[src/rtl/wb_burst_master.sv]
// Wishbone B3 burst initiator for SDRAM bring-up / BIST.
// Writes an incrementing pattern as one burst, reads it back as a second
// burst, and reports pass, mismatch count and watchdog timeout.
module wb_burst_master #(
    parameter int APP_AW  = 26,
    parameter int SDR_DW  = 32,
    parameter int SDR_BW  = 4,
    parameter int TIMEOUT = 1023
) (
    input  logic              sys_clk,
    input  logic              resetn,
    input  logic              start,
    input  logic [APP_AW-1:0] base_addr,
    input  logic [7:0]        burst_len,
    input  logic [SDR_DW-1:0] seed,
    output logic              busy,
    output logic              done,
    output logic              pass,
    output logic              timeout,
    output logic [15:0]       err_cnt,
    output logic              wb_cyc_o,
    output logic              wb_stb_o,
    output logic              wb_we_o,
    output logic [APP_AW-1:0] wb_addr_o,
    output logic [SDR_DW-1:0] wb_dat_o,
    output logic [SDR_BW-1:0] wb_sel_o,
    output logic [2:0]        wb_cti_o,
    input  logic              wb_ack_i,
    input  logic [SDR_DW-1:0] wb_dat_i
);

    // state | meaning
    // IDLE  | waiting for start
    // WR    | write burst, one beat per ack
    // GAP   | single idle bus cycle between bursts
    // RD    | read burst, compare each returned beat
    // FIN   | done pulse, results frozen until next start
    typedef enum logic [2:0] {S_IDLE, S_WR, S_GAP, S_RD, S_FIN} state_t;

    // Watchdog is a down-counter; reaching zero with stb still unacked aborts,
    // so stb is held for at most TIMEOUT cycles.
    localparam int WD_W = (TIMEOUT > 1) ? $clog2(TIMEOUT) : 1;
    localparam logic [WD_W-1:0]   WD_LOAD   = WD_W'(TIMEOUT - 1);
    localparam logic [APP_AW-1:0] ADDR_STEP = APP_AW'(SDR_BW);
    localparam logic [2:0]        CTI_INCR  = 3'b010;
    localparam logic [2:0]        CTI_EOB   = 3'b111;

    state_t              state_q, state_d;
    logic [APP_AW-1:0]   base_q, base_d, addr_q, addr_d;
    logic [SDR_DW-1:0]   seed_q, seed_d, dat_q, dat_d;
    logic [7:0]          len_q, len_d, beat_q, beat_d;
    logic [WD_W-1:0]     wdog_q, wdog_d;
    logic [15:0]         err_q, err_d, err_nx;
    logic                pass_q, pass_d, tmo_q, tmo_d, busy_q, busy_d, done_q, done_d;
    logic                cyc_q, cyc_d, stb_q, stb_d, we_q, we_d;
    logic [SDR_BW-1:0]   sel_q, sel_d;
    logic [2:0]          cti_q, cti_d;

    logic                ack_beat, wd_expire, last_beat, rd_miss;

    function automatic logic [2:0] cti_for(input logic [7:0] idx, input logic [7:0] n);
        return (idx == n - 8'd1) ? CTI_EOB : CTI_INCR;
    endfunction

    assign ack_beat  = stb_q & wb_ack_i;
    assign wd_expire = stb_q & ~wb_ack_i & (wdog_q == '0);
    assign last_beat = (beat_q == len_q - 8'd1);
    assign rd_miss   = (wb_dat_i != seed_q + SDR_DW'(beat_q));
    assign err_nx    = (rd_miss && err_q != 16'hFFFF) ? err_q + 16'd1 : err_q;

    // State register
    always_ff @(posedge sys_clk or negedge resetn) begin
        if (!resetn) state_q <= S_IDLE;
        else         state_q <= state_d;
    end

    // Next-state logic
    always_comb begin
        state_d = state_q;
        case (state_q)
            S_IDLE: if (start) state_d = (burst_len != 8'd0) ? S_WR : S_FIN;
            S_WR: begin
                if (wd_expire)                  state_d = S_FIN;
                else if (ack_beat && last_beat) state_d = S_GAP;
            end
            S_GAP: state_d = S_RD;
            S_RD: begin
                if (wd_expire)                  state_d = S_FIN;
                else if (ack_beat && last_beat) state_d = S_FIN;
            end
            S_FIN:   state_d = S_IDLE;
            default: state_d = S_IDLE;
        endcase
    end

    // Next values of the registered outputs and beat datapath
    always_comb begin
        base_d = base_q;  seed_d = seed_q;  len_d = len_q;
        addr_d = addr_q;  dat_d  = dat_q;   beat_d = beat_q;
        err_d  = err_q;   pass_d = pass_q;  tmo_d  = tmo_q;
        busy_d = busy_q;  done_d = 1'b0;
        cyc_d  = cyc_q;   stb_d  = stb_q;   we_d   = we_q;
        sel_d  = sel_q;   cti_d  = cti_q;
        wdog_d = (stb_q && !wb_ack_i && wdog_q != '0) ? wdog_q - WD_W'(1) : wdog_q;

        case (state_q)
            S_IDLE: begin
                if (start) begin
                    base_d = base_addr;  len_d = burst_len;  seed_d = seed;
                    err_d  = '0;  pass_d = 1'b0;  tmo_d = 1'b0;
                    beat_d = '0;  wdog_d = WD_LOAD;
                    if (burst_len != 8'd0) begin
                        busy_d = 1'b1;
                        cyc_d  = 1'b1;  stb_d = 1'b1;  we_d = 1'b1;
                        sel_d  = {SDR_BW{1'b1}};
                        addr_d = base_addr;
                        dat_d  = seed;
                        cti_d  = cti_for(8'd0, burst_len);
                    end else begin
                        done_d = 1'b1;
                        pass_d = 1'b1;
                    end
                end
            end
            S_WR, S_RD: begin
                if (wd_expire) begin
                    cyc_d = 1'b0;  stb_d = 1'b0;  we_d = 1'b0;
                    sel_d = '0;    cti_d = '0;
                    busy_d = 1'b0; done_d = 1'b1;
                    tmo_d  = 1'b1; pass_d = 1'b0;
                end else if (ack_beat) begin
                    wdog_d = WD_LOAD;
                    if (state_q == S_RD) err_d = err_nx;
                    if (last_beat) begin
                        cyc_d  = 1'b0;  stb_d = 1'b0;  we_d = 1'b0;
                        cti_d  = '0;    beat_d = '0;
                        if (state_q == S_RD) begin
                            sel_d  = '0;
                            busy_d = 1'b0;
                            done_d = 1'b1;
                            pass_d = (err_nx == 16'd0) && !tmo_q;
                        end
                    end else begin
                        beat_d = beat_q + 8'd1;
                        addr_d = addr_q + ADDR_STEP;
                        cti_d  = cti_for(beat_q + 8'd1, len_q);
                        if (state_q == S_WR) dat_d = dat_q + SDR_DW'(1);
                    end
                end
            end
            S_GAP: begin
                cyc_d  = 1'b1;  stb_d = 1'b1;  we_d = 1'b0;
                addr_d = base_q;
                cti_d  = cti_for(8'd0, len_q);
                wdog_d = WD_LOAD;
            end
            default: ;
        endcase
    end

    // Registered outputs and datapath
    always_ff @(posedge sys_clk or negedge resetn) begin
        if (!resetn) begin
            base_q <= '0;  seed_q <= '0;  len_q <= '0;
            addr_q <= '0;  dat_q  <= '0;  beat_q <= '0;  wdog_q <= '0;
            err_q  <= '0;  pass_q <= 1'b0;  tmo_q <= 1'b0;
            busy_q <= 1'b0;  done_q <= 1'b0;
            cyc_q  <= 1'b0;  stb_q  <= 1'b0;  we_q <= 1'b0;
            sel_q  <= '0;    cti_q  <= '0;
        end else begin
            base_q <= base_d;  seed_q <= seed_d;  len_q <= len_d;
            addr_q <= addr_d;  dat_q  <= dat_d;   beat_q <= beat_d;  wdog_q <= wdog_d;
            err_q  <= err_d;   pass_q <= pass_d;  tmo_q <= tmo_d;
            busy_q <= busy_d;  done_q <= done_d;
            cyc_q  <= cyc_d;   stb_q  <= stb_d;   we_q <= we_d;
            sel_q  <= sel_d;   cti_q  <= cti_d;
        end
    end

    assign busy      = busy_q;
    assign done      = done_q;
    assign pass      = pass_q;
    assign timeout   = tmo_q;
    assign err_cnt   = err_q;
    assign wb_cyc_o  = cyc_q;
    assign wb_stb_o  = stb_q;
    assign wb_we_o   = we_q;
    assign wb_addr_o = addr_q;
    assign wb_dat_o  = dat_q;
    assign wb_sel_o  = sel_q;
    assign wb_cti_o  = cti_q;

endmodule

[config.mk]
export PLATFORM = sky130hd
export DESIGN_NAME = wb_burst_master
export DESIGN_NICKNAME = d
export VERILOG_FILES = /design/src/rtl/wb_burst_master.sv
export SDC_FILE = /design/constraint.sdc
export NUM_CORES = 1
export LEC_CHECK = 0
export ABC_AREA = 1
export BUFFER_PORTS_ARGS = -buffer_cell sky130_fd_sc_hd__buf_2
export CAP_MARGIN = 20
export CORE_ASPECT_RATIO = 0.6
export CORE_MARGIN = 1.5
export CORE_UTILIZATION = 40
export CTS_BUF_LIST = sky130_fd_sc_hd__clkbuf_4 sky130_fd_sc_hd__clkbuf_8
export DETAILED_ROUTE_END_ITERATION = 7
export PLACE_DENSITY = 0.64
export SETUP_SLACK_MARGIN = 0.15
export SLEW_MARGIN = 0
export SYNTH_ARGS = -nofsm -noshare
export SYNTH_HDL_FRONTEND = slang
export SYNTH_SLANG_ARGS = --single-unit
[constraint.sdc]
create_clock -name sys_clk -period 2.7 [get_ports sys_clk]
set_input_delay 0.54 -clock sys_clk [delete_from_list [all_inputs] [get_ports sys_clk]]
set_output_delay 0.54 -clock sys_clk [all_outputs]
set_load 0.01 [all_outputs]
# After elaboration in Yosys (flattened, before gate mapping)
# Cells that the tools add are included.
classes:
  addsub: 8
  eq_ne: 20
  n_mux: 80
  bitwise: 4
  reduce_logical: 28
ops:
  columns: ["operator", "count"]
  rows:
  - ["2-to-1 mux 32 bit", 6]
  - ["2-to-1 mux 26 bit", 5]
  - ["2-to-1 mux 16 bit", 5]
  - ["one-hot mux 26 bit (3 select lines)", 1]
  - ["one-hot mux 32 bit (2 select lines)", 1]
  - ["2-to-1 mux 3 bit", 14]
  - ["2-to-1 mux 10 bit", 4]
  - ["adder 32 x 1 -> 32 bit (second input constant)", 1]
  - ["adder 32 x 8 -> 32 bit", 1]
  - ["2-to-1 mux 8 bit", 4]
  - ["inequality test 32 bit", 1]
  - ["one-hot mux 16 bit (2 select lines)", 1]
  - ["one-hot mux 10 bit (3 select lines)", 1]
  - ["adder 26 x 3 -> 26 bit (second input constant)", 1]
  - ["2-to-1 mux 4 bit", 6]
  - ["2-to-1 mux 1 bit", 22]
  - ["adder 16 x 1 -> 16 bit (second input constant)", 1]
  - ["equality test 8 bit", 2]
  - ["zero test 16 bit", 1]
  - ["zero test 8 bit", 2]
  - ["inequality test 16 bit (second input constant)", 1]
  - ["inequality test 2 bit (second input constant)", 8]
  - ["one-hot mux 8 bit (2 select lines)", 1]
  - ["subtractor 8 x 1 -> 8 bit (second input constant)", 2]
  - ["other kinds (27)", 48]
word_totals:
  ff_bits: 174

# Longest topological paths before layout
# Gate-level depths: netlist of the first run.
logic_depth:
  word_depth: 11
  depth_mapped: 25

# Worst setup path after synthesis of the first run
# No wires, ideal clock.
synth_timing:
  path_kind: "register to register"
  start: "register beat_q[0]"
  end: "register pass_q, in the netlist pass"
  arrival_ps: 2789
  path_slack_ps: -162
  path_stages_with_launch: 23
  synth_period_minus_slack_ps: 2862
  cell_sequence: "dfrtp_1 > ha_1 > fa_1 > nand3_1 > nand3_1 > nand3_1 > nand2_2 > nand3_2 > clkinv_1 > nand3_1 > nand2_1 > nor2_1 > nand2_1 > nor2_2 > nand3_4 > buf_6 > nand3b_1 > nand2_1 > nor2_1 > nand3_1 > nor2_1 > nand2_1 > a21oi_2"
synth_between:
  elab_chain_len: 11
  elab_cells_between_ends: 14
synth_rtl:
  columns: ["item", "line_no", "source"]
  rows:
  - ["from (decl)", "51", "logic [7:0] len_q, len_d, beat_q, beat_d;"]
  - ["from (signal assigned)", "172", "addr_q <= addr_d; dat_q <= dat_d; beat_q <= beat_d; wdog_q <= wdog_d;"]
  - ["adder 32 x 8 -> 32 bit", "68", "assign rd_miss = (wb_dat_i != seed_q + SDR_DW'(beat_q));"]
  - ["inequality test 32 bit", "68", null]
  - ["logical AND 1 bit", "69", "assign err_nx = (rd_miss && err_q != 16'hFFFF) ? err_q + 16'd1 : err_q;"]
  - ["2-to-1 mux 16 bit", "69", null]
  - ["zero test 16 bit", "141", "pass_d = (err_nx == 16'd0) && !tmo_q;"]
  - ["logical AND 1 bit", "141", null]
  - ["2-to-1 mux 1 bit", "137", "if (state_q == S_RD) begin"]
  - ["2-to-1 mux 1 bit", "134", "if (last_beat) begin"]
  - ["2-to-1 mux 1 bit", "131", "end else if (ack_beat) begin"]
  - ["2-to-1 mux 1 bit", "126", "if (wd_expire) begin"]
  - ["one-hot mux 1 bit (2 select lines)", "106", "case (state_q)"]
  - ["to (signal assigned)", "173", "err_q <= err_d; pass_q <= pass_d; tmo_q <= tmo_d;"]
  - ["to (decl)", "54", "logic pass_q, pass_d, tmo_q, tmo_d, busy_q, busy_d, done_q, done_d;"]
# Parallel ways exist; a longest one is shown, timed or not. The select of a mux whose other input is x is not followed.
# A chain may end at the register's enable or synchronous reset.

# Final worst setup path of the first run
# Ends and elaborated chain as after synthesis.

==> flow_summary.ini, run 1 <==
[status]
status = finished, violations left
failed_checks = setup timing

[detailed_routing]
drc = 0
routed_wl_mm = 39.09
first_pass_iters = 5
wl_per_cell_um = 17.15
drt_iter0_markers = 1119
vias = 11780
vias_per_cell = 5.170
ant_nets = 0

[yosys]
synth.yosys.seq_area_share_pct = 38.12
yosys.area.top_type_share_pct = 38.12
synth-main-ff-cell = dfrtp_1
yosys_warnings = 0
synth-seq-cells = 169
synth_top_area_cell = dfrtp_1
syn-num-nets = 1697
netlist_top_cells_area = dfrtp_1 (38%), nand2_1 (17%), inv_1 (6.2%)
syn_area_per_cell_sq_um = 7.026
synth-async-reset-ratio_pct = 100.0
ys_types = 52
synth_area_sq_um = 11090
synth_cells = 1579
synth-edff-count = 0

[power_and_ir_drop]
ir_worst_vdd_mv = 0.4543
p_leak_uw = 0.007595
power_density_nw_per_um2 = 929.3
p_total_uw = 13930

[placement]
port_buffers = 189
dp_hpwl_mm = 28.65
gp_congestion = 0.9542
dp.cells = 2213

[clock_tree]
htreeDepth = 4
tritoncts = done
clock-sinks = 169
cts_buffers = 17
clock-root-buffer = clkbuf_8
clockBufferDepth = 2
clock_latency_ps = 500
clk_pin_slew_worst_paths_ps = 100

[worst_setup_path]
cp-end-kind = register
critPathRequiredTime_ps = 3140
cp-start-kind = register
worstPathArrival_ps = 3470
path_class = register to register
worst-path-max-fanout = 12
rrSetupSlack_ps = -330
reg2regPathDepth = 20

[die]
ios = 190
die_area_sq_um = 28780
rows = 46
start_util_pct = 41.36
core_region_area_sq_um = 26820
chipWidth_um = 218.0
die_y_um = 132

[global_route]
antenna_found_initial = 2
grt_pass1_wl_mm = 58.93
grt_pass1_vias = 10470
grt_util_all_layers_pct = 26.30
grt_overflow_total = 0
grt_max_degree = 67

[min_path]
min_path_cells = 3
hold_class = input pin to register

[sta]
hold_ws_ps = 250.6
fmax_ghz = 0.3298
finalHoldViolations = 0
rsz0062_at_grt = true
finalCriticalPeriod_ps = 3032
skew_ps = 23.23
period_share_pct = 112.3
worst_slack_ps = -332.4
slew_headroom_pct = 51.14
drv_slew = 0
setup_viol = 17
worst_slew_pin_slew_ps = 732.9

[finish]
ff_latch_area_sq_um = 4230
multi_input_area_sq_um = 6696
drive_above_1_share_pct = 29.84
n_fill_cell = 2618
nets = 2023
instances_no_fill = 2279
syn2layout_area_growth_pct = 35.15

[flow_run]
drv_cap = 0
cell usage in the layout (no fill, tap or decap), drive strengths merged, types with 2 or more instances in the layout:
cell type,synthesis,final
o21ai,127,127
buf,17,352
nor3,41,41
a22o,2,2
a21boi,2,2
o22ai,9,9
nor2,131,131
or2,2,2
diode,0,2
a22oi,26,26
a21oi,18,18
xor2,78,78
bufinv,0,2
nand3b,11,11
or3,2,2
a31oi,15,15
nand3,108,108
o31ai,2,2
a311oi,2,2
nand2,504,504
ha,15,15
dfrtp,169,169
nor4,10,10
o211ai,11,11
xnor2,18,18
nand4,18,18
o311ai,2,2
clkinv,2,3
clkbuf,34,26
inv,191,197
nor3b,2,2
cells by family (layout without fill, tap and decap cells):
family,Yosys count,in the layout,synth area share (%)
AND/OR/NAND/NOR,829,829,31.90
buffers and inverters,244,582,8.627
AO/OA/AOI/OAI,224,224,11.81
flip-flops,169,169,38.12
XOR/XNOR,96,96,7.579
adder cells (fa/ha/maj),16,16,1.872
multiplexers,1,1,0.09023
other,0,2,0
worst max-delay path, cell delays in order (launching register included):
cell	delay, ps
dfrtp_2	440
ha_4	170
fa_2	370
nand3_2	100
nand3_4	110
nand3_4	110
nand2_8	80
nand3_2	70
nand2_2	60
a21oi_2	180
nand4_1	150
nor2_2	180
nand3_4	130
buf_8	170
nand3b_1	80
nand2_1	70
nor2_1	100
nand3_1	100
nor2_1	110
nand2_1	90
a21oi_2	110
state kept, by name, indices dropped and copies added, names as in the netlist, 2 cells and up:
register / count
len_q: 8
state_q: 3
wdog_q: 10
wb_dat_o: 32
beat_q: 8
base_q: 26
wb_cti_o: 2
wb_addr_o: 26
seed_q: 32
err_cnt: 16
report_power, final:
part	leakage (uW)	switching (uW)	internal, uW	total [uW]
clock network	0.000209	1080	923	2000
registers	0.00210	974	3450	4430
logic	0.00529	4160	3340	7510
final timing paths:
kind                                       start                   endpoint
hold reg to reg            base_q[3]$_DFFE_PN0P_      base_q[3]$_DFFE_PN0P_
min in group asynchronous                 resetn     seed_q[31]$_DFFE_PN0P_
hold / removal                      base_addr[5]      base_q[5]$_DFFE_PN0P_
max in group asynchronous                 resetn  wb_addr_o[19]$_DFFE_PN0P_
setup reg to reg           beat_q[0]$_DFFE_PN0P_           pass$_DFFE_PN0P_
setup / recovery           beat_q[0]$_DFFE_PN0P_           pass$_DFFE_PN0P_
Yosys cell counts, types with 8 or more instances:
cell type / n
ha_1: 15
nand4_1: 18
a22oi_1: 26
nor3_1: 36
o22ai_1: 9
nand2_1: 498
nand3b_1: 11
dfrtp_1: 169
clkbuf_1: 34
nor2_2: 14
a31oi_1: 15
nor2_1: 117
xor2_1: 78
nor4_1: 10
xnor2_1: 18
o211ai_1: 11
a21oi_1: 17
o21ai_0: 125
inv_2: 8
nand3_1: 104
inv_1: 183
routing by layer:
layer	vias up	wire [um]	global-route usage [%]	part of all wire (%)
met4	0	529	6.513	1.4
met5	-	0	0	0
li1	5754	-	-	-
met1	5531	19760	42.61	51
met2	450	15560	34.04	40
met3	47	3242	5.882	8.3
what timing repair did:
item | CTS | global route
endpoints found under the setup margin | 61 | 72
resized for setup | 43 | 189
hold endpoints to repair | 34 | 0
hold buffers | 1 | 0
gates cloned | 0 | 7
pin swaps | 17 | 48
setup buffers | 3 | 22
metrics by stage:
stage          utilization (%)  area, sq um  worst slack (ps)  TNS, ps
6_report                 55.91        14990            -332.4    -2495
4_1_cts                  52.31        14030            -274.2    -1542
3_3_place_gp             49.97        13400            -410.8    -3854
5_1_grt                  55.91        14990            -576.3    -6674
3_5_place_dp             49.97        13400            -496.0    -4948
2_1_floorplan                -        11130            -1.716   -1.716
layout make-up:
type | count | share of cell area [%]
flip-flops and latches | 169 | 28.21
clock inverters | 10 | 0.8762
clock buffers | 21 | 1.886
repair buffers | 358 | 16.47
well taps | 360 | 3.004
multi-input cells | 1166 | 44.66
diodes | 2 | 0.03338
inverters | 193 | 4.856
Power figures use the tool's default switching activity.
==> run 2, diff against run 1 <==
--- a/config.mk
+++ b/config.mk
@@ -6,12 +6,14 @@
 export NUM_CORES = 1
 export LEC_CHECK = 0
 export ABC_AREA = 1
+export ABC_CLOCK_PERIOD_IN_PS = 2700
 export BUFFER_PORTS_ARGS = -buffer_cell sky130_fd_sc_hd__buf_2
 export CAP_MARGIN = 20
-export CORE_ASPECT_RATIO = 0.6
+export CORE_ASPECT_RATIO = 1.4
 export CORE_MARGIN = 1.5
 export CORE_UTILIZATION = 40
 export CTS_BUF_LIST = sky130_fd_sc_hd__clkbuf_4 sky130_fd_sc_hd__clkbuf_8
+export CTS_CLUSTER_DIAMETER = 40
 export DETAILED_ROUTE_END_ITERATION = 7
 export PLACE_DENSITY = 0.64
 export SETUP_SLACK_MARGIN = 0.15
==> run 2 against run 1 <==
The run still ends with setup timing left. Clock skew shrank 7.0 ps. Critical path depth grew 3. Final cell count grew 1.2%. Sequential cell count is the same. Critical endpoint unchanged. Clock power grew 11%.
==> flow_summary.ini, run 2 (same netlist as run 1, synthesis figures left out) <==
[global_route]
grt_max_degree = 62
grt_pass1_wl_mm = 55.81
grt_overflow_total = 0
grt_pass1_vias = 11200
grt_util_all_layers_pct = 24.91
antenna_found_initial = 4

[clock_tree]
clock-sinks = 169
htreeDepth = 4
tritoncts = done
clockBufferDepth = 2
clock_latency_ps = 480
clk_pin_slew_worst_paths_ps = 90
clock-root-buffer = clkbuf_8
cts_buffers = 17

[power_and_ir_drop]
power_density_nw_per_um2 = 922.8
p_total_uw = 14440
p_leak_uw = 0.007902
ir_worst_vdd_mv = 0.6495

[die]
die_y_um = 200.1
core_region_area_sq_um = 27090
rows = 71
ios = 190
start_util_pct = 40.95
die_area_sq_um = 28760
chipWidth_um = 143.8

[sta]
skew_ps = 16.23
finalHoldViolations = 0
rsz0062_at_grt = true
setup_viol = 17
slew_headroom_pct = 55.33
finalCriticalPeriod_ps = 3011
tns_ps = -1731
drv_slew = 0
worst_slew_pin_slew_ps = 664.9
period_share_pct = 111.5
hold_ws_ps = 22.49
fmax_ghz = 0.3321
worst_slack_ps = -311.0

[finish]
final_cell_mix = nand2_1 (442), buf_2 (188), inv_1 (177), dfrtp_1 (165), buf_4 (147)
syn2layout_area_growth_pct = 41.05
nets = 2043
drive_above_1_share_pct = 32.61
layout_commonest_cell = nand2_1
finish.instance_area_sq_um = 15650
n_fill_cell = 2476
ff_latch_area_sq_um = 4234
multi_input_area_sq_um = 7027

[flow_run]
drv_cap = 0

[detailed_routing]
wl_per_cell_um = 16.53
vias_per_cell = 5.165
routed_wl_mm = 38.11
drc = 0
drt_iter0_markers = 702
vias = 11910
ant_nets = 0
first_pass_iters = 5

[placement]
port_buffers = 189
dp_hpwl_mm = 26.45
post_dp_cell_area_sq_um = 13250
gp_congestion = 0.9122
dpl_worst_slack_ps = -345.2

[worst_setup_path]
reg2regPathDepth = 23
r2r_end = pass$_DFFE_PN0P_
cpMaxStageDelayCell = dfrtp_1
rrSetupSlack_ps = -310
cp-end-kind = register
cp-start-kind = register
crit_path_cell_trace = ha_1 -> nand3_1 -> nand3_2 -> nand2_1 -> nand2_1 -> nand2_1 -> nand2_1 -> nand2_1 -> nand2_1 -> nand2_1 -> nand2_1 -> inv_1 -> nand3_2 -> nor2_4 -> nand3_4 -> clkbuf_16 -> nand3_1 -> nand2_2 -> nor2_1 -> nand3_1 -> nor2_2 -> nand2_2 -> a21oi_2
regToRegStartpoint = beat_q[1]$_DFFE_PN0P_
cpPeakStageDelay_ps = 440
worst-path-max-fanout = 6
path_class = register to register
critPathRequiredTime_ps = 3110
worstPathArrival_ps = 3420
crit_top_cell = nand2_1

[status]
failed_checks = setup timing
status = finished, violations left

[min_path]
hold_class = input pin to async pin
run 2: cell types whose count changed in the layout (fill, tap and decap cells not counted), sizes merged:
cell         before  now
buf             352  368
clkbuf           26   29
inv             197  192
bufinv            2    6
dlygate4sd3       1    0
clkinv            3    6
nand2           504  505
diode             2    3
run 2: worst max-delay path, delay by kind of cell, from the launching register on:
family	cells	cell delay (ps)
and+or+nand+nor	19	1810
AOI/OAI and AO/OA	1	100
adders and majority gates	1	310
buffers and inverters	2	260
DFF	1	440
run 2: area by class of cell:
type	count	area share [%]
repair buffers	377	17.32
multi-input cells	1167	44.90
clock inverters	12	1.407
diodes	3	0.04797
flip-flops and latches	169	27.06
clock buffers	20	1.679
well taps	365	2.918
inverters	193	4.669
run 2: per-layer routing:
layer	vias up	global-route usage (%)	part of all wire, %
met5	-	0	0.029
met4	2	9.297	4.4
met3	112	5.057	5.2
met2	354	43.86	51
met1	5646	29.82	40
li1	5796	-	-
run 2: per-stage QoR:
stage / std cells / util (%)
floorplan: 1579 / -
global placement: 2199 / 48.92
detailed placement: 2199 / 48.92
CTS: 2266 / 52.58
global route: 2306 / 57.76
finish: 2306 / 57.76
run 2: power by group:
group          switching (uW)  leakage (uW)  internal, uW
clock network             983      0.000244          1240
logic                    4290       0.00556          3490
registers                 982       0.00210          3460
total                    6260       0.00790          8180
run 2: worst max path at each step:
stage / startpoint / endpoint / slack, ps / cells after the start
after floorplan: beat_q[0]$_DFFE_PN0P_ / pass$_DFFE_PN0P_ / -2 / 22
after global placement: beat_q[0]$_DFFE_PN0P_ / pass$_DFFE_PN0P_ / -280 / 19
after detailed placement: beat_q[0]$_DFFE_PN0P_ / pass$_DFFE_PN0P_ / -350 / 22
after CTS: seed_q[5]$_DFFE_PN0P_ / pass$_DFFE_PN0P_ / -240 / 22
after global routing: beat_q[7]$_DFFE_PN0P_ / pass$_DFFE_PN0P_ / -550 / 24
final: beat_q[1]$_DFFE_PN0P_ / pass$_DFFE_PN0P_ / -310 / 23
run 2: repair_timing:
item	in CTS	in global routing
pin swaps	20	74
hold buffers	0	0
endpoints found under the setup margin	56	63
setup buffers	34	26
gates resized for setup	60	249
cloned	1	11
